<file path="config.mk">
export PLATFORM = sky130hd
export DESIGN_NAME = exception_ctrl
export DESIGN_NICKNAME = d
export VERILOG_FILES = /design/src/rtl/exception_ctrl.sv
export SDC_FILE = /design/constraint.sdc
export NUM_CORES = 1
export LEC_CHECK = 0
export ABC_CLOCK_PERIOD_IN_PS = 2600
export CORE_MARGIN = 4
export CORE_UTILIZATION = 35
export CTS_BUF_LIST = sky130_fd_sc_hd__clkbuf_4
export CTS_CLUSTER_DIAMETER = 50
export DETAILED_ROUTE_END_ITERATION = 12
export HOLD_SLACK_MARGIN = 0.08
export PLACE_DENSITY = 0.85
export REMOVE_ABC_BUFFERS = 1
export SLEW_MARGIN = 10
export SYNTH_ARGS = -nofsm -noshare
export SYNTH_HDL_FRONTEND = slang
export SYNTH_SLANG_ARGS = --single-unit
</file>
<file path="constraint.sdc">
create_clock -name clk -period 2.6 [get_ports clk]
set_input_delay 0.65 -clock clk [delete_from_list [all_inputs] [get_ports clk]]
set_output_delay 0.65 -clock clk [all_outputs]
set_load 0.01 [all_outputs]
</file>
<file path="src/rtl/exception_ctrl.sv">
// Exception entry / rte sequencer for the multicycle CPU: saves EPC, fetches the handler byte, loads PC.
// Optional cause register is built when EXC_CAUSE_REG_EN is defined.
module exception_ctrl #(
    parameter int VEC_OPCODE = 253,
    parameter int VEC_OVF    = 254,
    parameter int VEC_DIVZ   = 255,
    parameter int MEM_LAT    = 1
) (
    input  logic        clk,
    input  logic        reset,
    input  logic        exc_opcode,
    input  logic        exc_ovf,
    input  logic        exc_divz,
    input  logic        ret_req,
    input  logic [31:0] pc_cur,
    input  logic [31:0] mem_data_in,
`ifdef EXC_CAUSE_REG_EN
    output logic [1:0]  cause,
`endif
    output logic        busy,
    output logic        mem_rd,
    output logic [31:0] mem_addr,
    output logic        pc_load,
    output logic [31:0] pc_next,
    output logic [31:0] epc_out
);

    typedef enum logic [1:0] {IDLE, VEC_REQ, WAIT, LOAD_PC} state_t;

    state_t      state_q, state_d;
    logic [2:0]  cnt_q, cnt_d;
    logic [7:0]  vec_q, vec_d;
    logic        ret_q, ret_d;
    logic [31:0] epc_q, epc_d;
    logic [1:0]  cause_q, cause_d;
    logic        busy_q, busy_d;
    logic        mem_rd_q, mem_rd_d;
    logic [31:0] mem_addr_q, mem_addr_d;
    logic        pc_load_q, pc_load_d;

    // Only the handler byte of the vector word is meaningful.
    logic unused_data_hi;
    assign unused_data_hi = ^mem_data_in[31:8];

    // Outputs are computed from the next state, so they behave as a decode of the current state.
    always_comb begin
        state_d    = state_q;
        cnt_d      = cnt_q;
        vec_d      = vec_q;
        ret_d      = ret_q;
        epc_d      = epc_q;
        cause_d    = cause_q;
        busy_d     = 1'b0;
        mem_rd_d   = 1'b0;
        mem_addr_d = 32'd0;
        pc_load_d  = 1'b0;
        case (state_q)
            IDLE: begin
                if (exc_opcode || exc_ovf || exc_divz) begin
                    epc_d = pc_cur - 32'd4;
                    ret_d = 1'b0;
                    if (exc_opcode) begin
                        vec_d   = 8'(VEC_OPCODE);
                        cause_d = 2'b01;
                    end else if (exc_ovf) begin
                        vec_d   = 8'(VEC_OVF);
                        cause_d = 2'b10;
                    end else begin
                        vec_d   = 8'(VEC_DIVZ);
                        cause_d = 2'b11;
                    end
                    state_d    = VEC_REQ;
                    busy_d     = 1'b1;
                    mem_rd_d   = 1'b1;
                    mem_addr_d = {24'd0, vec_d};
                end else if (ret_req) begin
                    ret_d     = 1'b1;
                    state_d   = LOAD_PC;
                    pc_load_d = 1'b1;
                end
            end
            VEC_REQ: begin
                state_d = WAIT;
                cnt_d   = 3'(MEM_LAT - 1);
                busy_d  = 1'b1;
            end
            WAIT: begin
                busy_d = 1'b1;
                if (cnt_q == 3'd0) begin
                    state_d   = LOAD_PC;
                    pc_load_d = 1'b1;
                end else begin
                    cnt_d = cnt_q - 3'd1;
                end
            end
            default: state_d = IDLE;
        endcase
    end

    always_ff @(posedge clk) begin
        if (reset) begin
            state_q    <= IDLE;
            cnt_q      <= 3'd0;
            vec_q      <= 8'd0;
            ret_q      <= 1'b0;
            epc_q      <= 32'd0;
            cause_q    <= 2'b00;
            busy_q     <= 1'b0;
            mem_rd_q   <= 1'b0;
            mem_addr_q <= 32'd0;
            pc_load_q  <= 1'b0;
        end else begin
            state_q    <= state_d;
            cnt_q      <= cnt_d;
            vec_q      <= vec_d;
            ret_q      <= ret_d;
            epc_q      <= epc_d;
            cause_q    <= cause_d;
            busy_q     <= busy_d;
            mem_rd_q   <= mem_rd_d;
            mem_addr_q <= mem_addr_d;
            pc_load_q  <= pc_load_d;
        end
    end

    assign busy     = busy_q;
    assign mem_rd   = mem_rd_q;
    assign mem_addr = mem_addr_q;
    assign pc_load  = pc_load_q;
    assign epc_out  = epc_q;
    // Handler byte is taken from memory during the load cycle itself.
    assign pc_next  = !pc_load_q ? 32'd0 : (ret_q ? epc_q : {24'd0, mem_data_in[7:0]});

`ifdef EXC_CAUSE_REG_EN
    assign cause = cause_q;
`else
    logic unused_cause;
    assign unused_cause = ^cause_q;
`endif

endmodule

</file>
# Word-level counts from Yosys, hierarchy flattened
# Cells that the tools add are included.
op_classes:
  reduce_logical: 14
  muxes: 18
  bitwise_logic: 2
  addsub: 2
  eq_ne: 5
ops:
  columns: ["cell", "n"]
  rows:
  - ["2-to-1 mux 32 bit", 2]
  - ["subtractor 32 x 3 -> 32 bit (second input constant)", 1]
  - ["2-to-1 mux 2 bit", 4]
  - ["AND reduction 2 bit", 4]
  - ["2-to-1 mux 1 bit", 7]
  - ["case mux 2 bit (3 select lines)", 1]
  - ["case mux 3 bit (2 select lines)", 1]
  - ["inequality test 2 bit (second input constant)", 2]
  - ["case mux 1 bit (2 select lines)", 2]
  - ["nonzero test 2 bit", 2]
  - ["OR reduction 2 bit", 2]
  - ["OR reduction 4 bit", 1]
  - ["zero test 3 bit", 1]
  - ["2-to-1 mux 3 bit", 1]
  - ["inequality test 3 bit (second input constant)", 1]
  - ["OR reduction 3 bit", 1]
  - ["subtractor 3 x 1 -> 3 bit (second input constant)", 1]
  - ["equality test 2 x 1 -> 1 bit (second input constant)", 1]
  - ["equality test 2 bit (second input constant)", 1]
  - ["zero test 2 bit", 1]
  - ["logical OR 1 bit", 2]
  - ["NOT 1 bit", 2]
totals:
  output_inout_bits: 99
  reg_bits: 73
  word_cells: 51
  input_bits: 70

# Longest topological paths before layout
depth:
  depth_word: 4
  mapped_depth: 7
  mapped_depth_nobuf: 7

# Worst setup path after synthesis
# No wires, ideal clock.
synth_path:
  path_type: "input -> register"
  from: "in pc_cur[3]"
  to: "reg epc_q[23], in the netlist epc_out[23]"
  arrival_time_ns: 2.634
  path_slack_ns: -0.125
  required_ns: 2.509
  setup_ns: 0.091
  cell_stages: 6
  path_buffers: 2
  path_cell_list: "or4_4 buf_6 or4_4 buf_6 or4_1 a311oi_1"
synth_between:
  elab_chain_len: 1
synth_lines:
  columns: ["item", "line_no", "text"]
  rows:
  - ["start, declared", "15", "input logic [31:0] pc_cur,"]
  - ["subtractor 32 x 3 -> 32 bit", "60", "epc_d = pc_cur - 32'd4;"]
  - ["end signal, assigned", "117", "epc_q <= epc_d;"]
  - ["end, declared", "34", "logic [31:0] epc_q, epc_d;"]
# Every way passes these cells.
# A chain may end at the register's enable or synchronous reset.

# Worst setup path in the final report
layout_path:
  from: "in pc_cur[19]"
  to: "reg epc_q[29], in the netlist epc_out[29]"
# Same word-level chain as after synthesis.

==> out/qor.yml <==
job:
  maxCapViolations: 0
global_route:
  antenna_found_initial: 0
  grt_pass1_wl_mm: 15.11
  grt_usage: 0.1912
  first_global_vias: 3108
  grt_max_degree: 37
  overflow: 0
floorplan:
  die-area_mm2: 0.009496
  dieHeight_um: 97.45
  ioPinCount: 169
  die_w_um: 97.45
  initial_core_util: 0.3605
  core_area_mm2: 0.007767
  num_rows: 32
synthesis:
  yosysSeqAreaShare: 0.3146
  synth-edff-count: 0
  synth-async-reset-ratio: 0
  dominantRegCellSynth: "dfxtp_1"
  synth_area_per_cell_um2: 7.955
  ys_ff_latch: 44
  ys_types: 41
  mappedNetlistArea_mm2: 0.002800
  syn-instance-count: 352
  yosys_warnings: 0
route:
  first_iter_violations: 138
  ant_nets: 0
  dr.pass1.iters: 4
  via_per_inst: 5.190
  num_vias: 3135
  wl_per_cell_um: 15.21
  routed_wl_mm: 9.189
  drc: 0
clock_tree:
  htree_levels: 2
  clkTransAtPathRegs_ns: 0.13
  postCtsHoldBufs: 0
  tritoncts.num_buffers: 5
  tritoncts: "built"
  cts-root-buf: "clkbuf_4"
  clock_latency_ns: 0.35
  cts_sinks: 44
  clockBufferDepth: 2
worst_setup_path:
  crit_path_end_kind: "flop"
  slowest_stage: "or4_4"
  crit_chain: "clkdlybuf4s50_1, or4_4, or4_4, or4_1, a311oi_2"
  crit_path_frequent_cell: "or4_4"
  cp.arrival_ns: 2.84
  critPathMaxFanout: 5
  r2r_slack_ns: 0.61
  crit_type: "input port to flop"
  crit_path_max_incr_delay_ns: 0.56
  path_delay_family: "simple AND/OR/NAND/NOR gates"
  critPathRequiredTime_ns: 2.87
  crit_path_start_kind: "input port"
  cp_num_buf_inv: 1
timing:
  grt_setup_unrepaired: "yes"
  finClkSkew_ns: 0.004995
  setup_viol: 0
  relSlewSlack: 0.6451
  drv_slew: 0
  min_period_ns: 2.571
  period_share: 0.9887
  hold_viol: 0
  tightest_slew_ns: 0.5323
  clock.fmax_ghz: 0.3890
  holdWs_ns: 0.5024
power:
  max-vdd-ir-drop_mv: 0.3548
  cellPowerDensity_mw_per_mm2: 690.2
  cellLeakagePower_nw: 1.738
  p_total_w: 0.003042
placement:
  gp_congestion: 0.8375
  io_buffer_count: 120
  dp_hpwl_mm: 7.147
finish:
  fillers: 704
  diodes: 0
  drive_above_1_share: 0.1614
  fin_nets: 577
  area_delta_synth_final_pct: 57.37
worst_hold_path:
  hold_path_class: "flop to flop"
outcome:
  status: "finished clean"
## synthesized netlist by cell type (4+ instances only)
master / count / area (um2)
or4_1: 9 / 67.56
mux2i_1: 9 / 90.09
xnor2_1: 8 / 70.07
o21ai_0: 4 / 20.02
dfxtp_1: 44 / 880.8
buf_4: 29 / 217.7
nand4_1: 5 / 31.28
and3_1: 24 / 150.1
or3_1: 12 / 75.07
nor4_1: 8 / 50.05
nor3_1: 14 / 70.07
inv_1: 10 / 37.54
ha_1: 6 / 75.07
clkbuf_1: 21 / 78.83
nor2b_1: 9 / 56.30
a211oi_1: 12 / 90.09
nand2_1: 13 / 48.80
a311oi_1: 14 / 122.6
nor2_1: 44 / 165.2
a21oi_1: 9 / 45.04
nand3b_1: 10 / 75.07
o31ai_1: 6 / 45.04
## cell families (layout without fill, tap and decap cells)
family | count (synthesis) | in the layout | share of synthesized area
adders and majority gates | 6 | 6 | 0.02681
other | 1 | 24 | 0.001339
xor gates and xnor gates | 9 | 9 | 0.02815
DFF | 44 | 44 | 0.3146
and+or+nand+nor | 161 | 161 | 0.3190
buffers and inverters | 66 | 193 | 0.1332
muxes | 9 | 9 | 0.03217
AOI/OAI and AO/OA | 56 | 56 | 0.1448
## worst paths after layout
kind,to,cells after the start,startpoint
min reg2reg,cnt_q[1]$_SDFFE_PP0P_,2,cnt_q[1]$_SDFFE_PP0P_
max reg2reg,state_q[1]$_SDFFE_PP0P_,6,state_q[0]$_SDFFE_PP0P_
min,cnt_q[1]$_SDFFE_PP0P_,2,cnt_q[1]$_SDFFE_PP0P_
max,epc_out[29]$_SDFFE_PP0P_,5,pc_cur[19]
## registers in the layout, summed over array words and instances, names as in the netlist
| name | cells |
|---|---|
| epc_out | 32 |
| cnt_q | 3 |
| mem_addr | 3 |
| state_q | 2 |
| busy | 1 |
| mem_rd | 1 |
| pc_load | 1 |
| ret_q | 1 |
## metal layers
metal / routed length (um) / share of wire / track usage
met5: 0 / 0 / 0
met4: 165 / 0.018 / 0.05857
met3: 569 / 0.062 / 0.02584
met2: 4781 / 0.52 / 0.3553
met1: 3673 / 0.40 / 0.2256
## worst min-delay path: stages, from the launching register on
cell,delay (ns)
dfxtp_1,0.35
a21oi_1,0.06
nor2_1,0.07
## cell usage in the layout, fill, tap and decap left out, types with 4 or more instances in the layout
cell	n
or3_1	11
mux2i_1	9
inv_1	10
a211oi_1	12
conb_1	24
and3_1	24
o31ai_1	5
a21oi_1	9
nor3_1	14
dfxtp_1	43
ha_1	6
nand3b_1	10
nand4_1	5
dlygate4sd2_1	8
nor4_1	6
or4_4	6
clkdlybuf4s50_1	111
or4_1	5
o21ai_0	4
a311oi_1	13
nand2_1	13
clkbuf_4	5
buf_4	52
nor2_1	44
xnor2_1	8
nor2b_1	9
## area by class of cell
class | instances | area [um2] | area share
inverters | 10 | 37.54 | 0.008518
clock buffers | 5 | 37.54 | 0.008518
clock inverters | 3 | 13.76 | 0.003123
flip-flops and latches | 44 | 882.1 | 0.2002
repair buffers | 175 | 1628 | 0.3694
multi-input cells | 265 | 1680 | 0.3813
well taps | 102 | 127.6 | 0.02896
## where the power goes
part	switching, W	leakage, nW	internal (W)
clock	0.000218	0.0324	0.0000997
sequential	0.000171	0.365	0.000903
combinational	0.000811	1.34	0.000839
total	0.00120	1.74	0.00184
## through the flow
stage,util,instance area [um2],std cells,setup WS [ns],setup TNS [ns]
6_report,0.5673,4407,604,0.02937,0
5_1_grt,0.5673,4407,604,-0.005637,-0.005637
4_1_cts,0.5627,4370,603,0.02169,0
3_5_place_dp,0.5551,4312,595,-0.4590,-5.193
3_3_place_gp,0.5551,4312,595,-0.4289,-4.458
2_1_floorplan,-,2551,319,-0.05813,-0.1727
## repair_timing
item | 4_1_cts | 5_1_grt
buffers inserted | 0 | 1
pin swaps | 6 | 5
gates resized for setup | 13 | 6
endpoints found under the setup margin | 8 | 12
(Power assumes the default switching activity.)
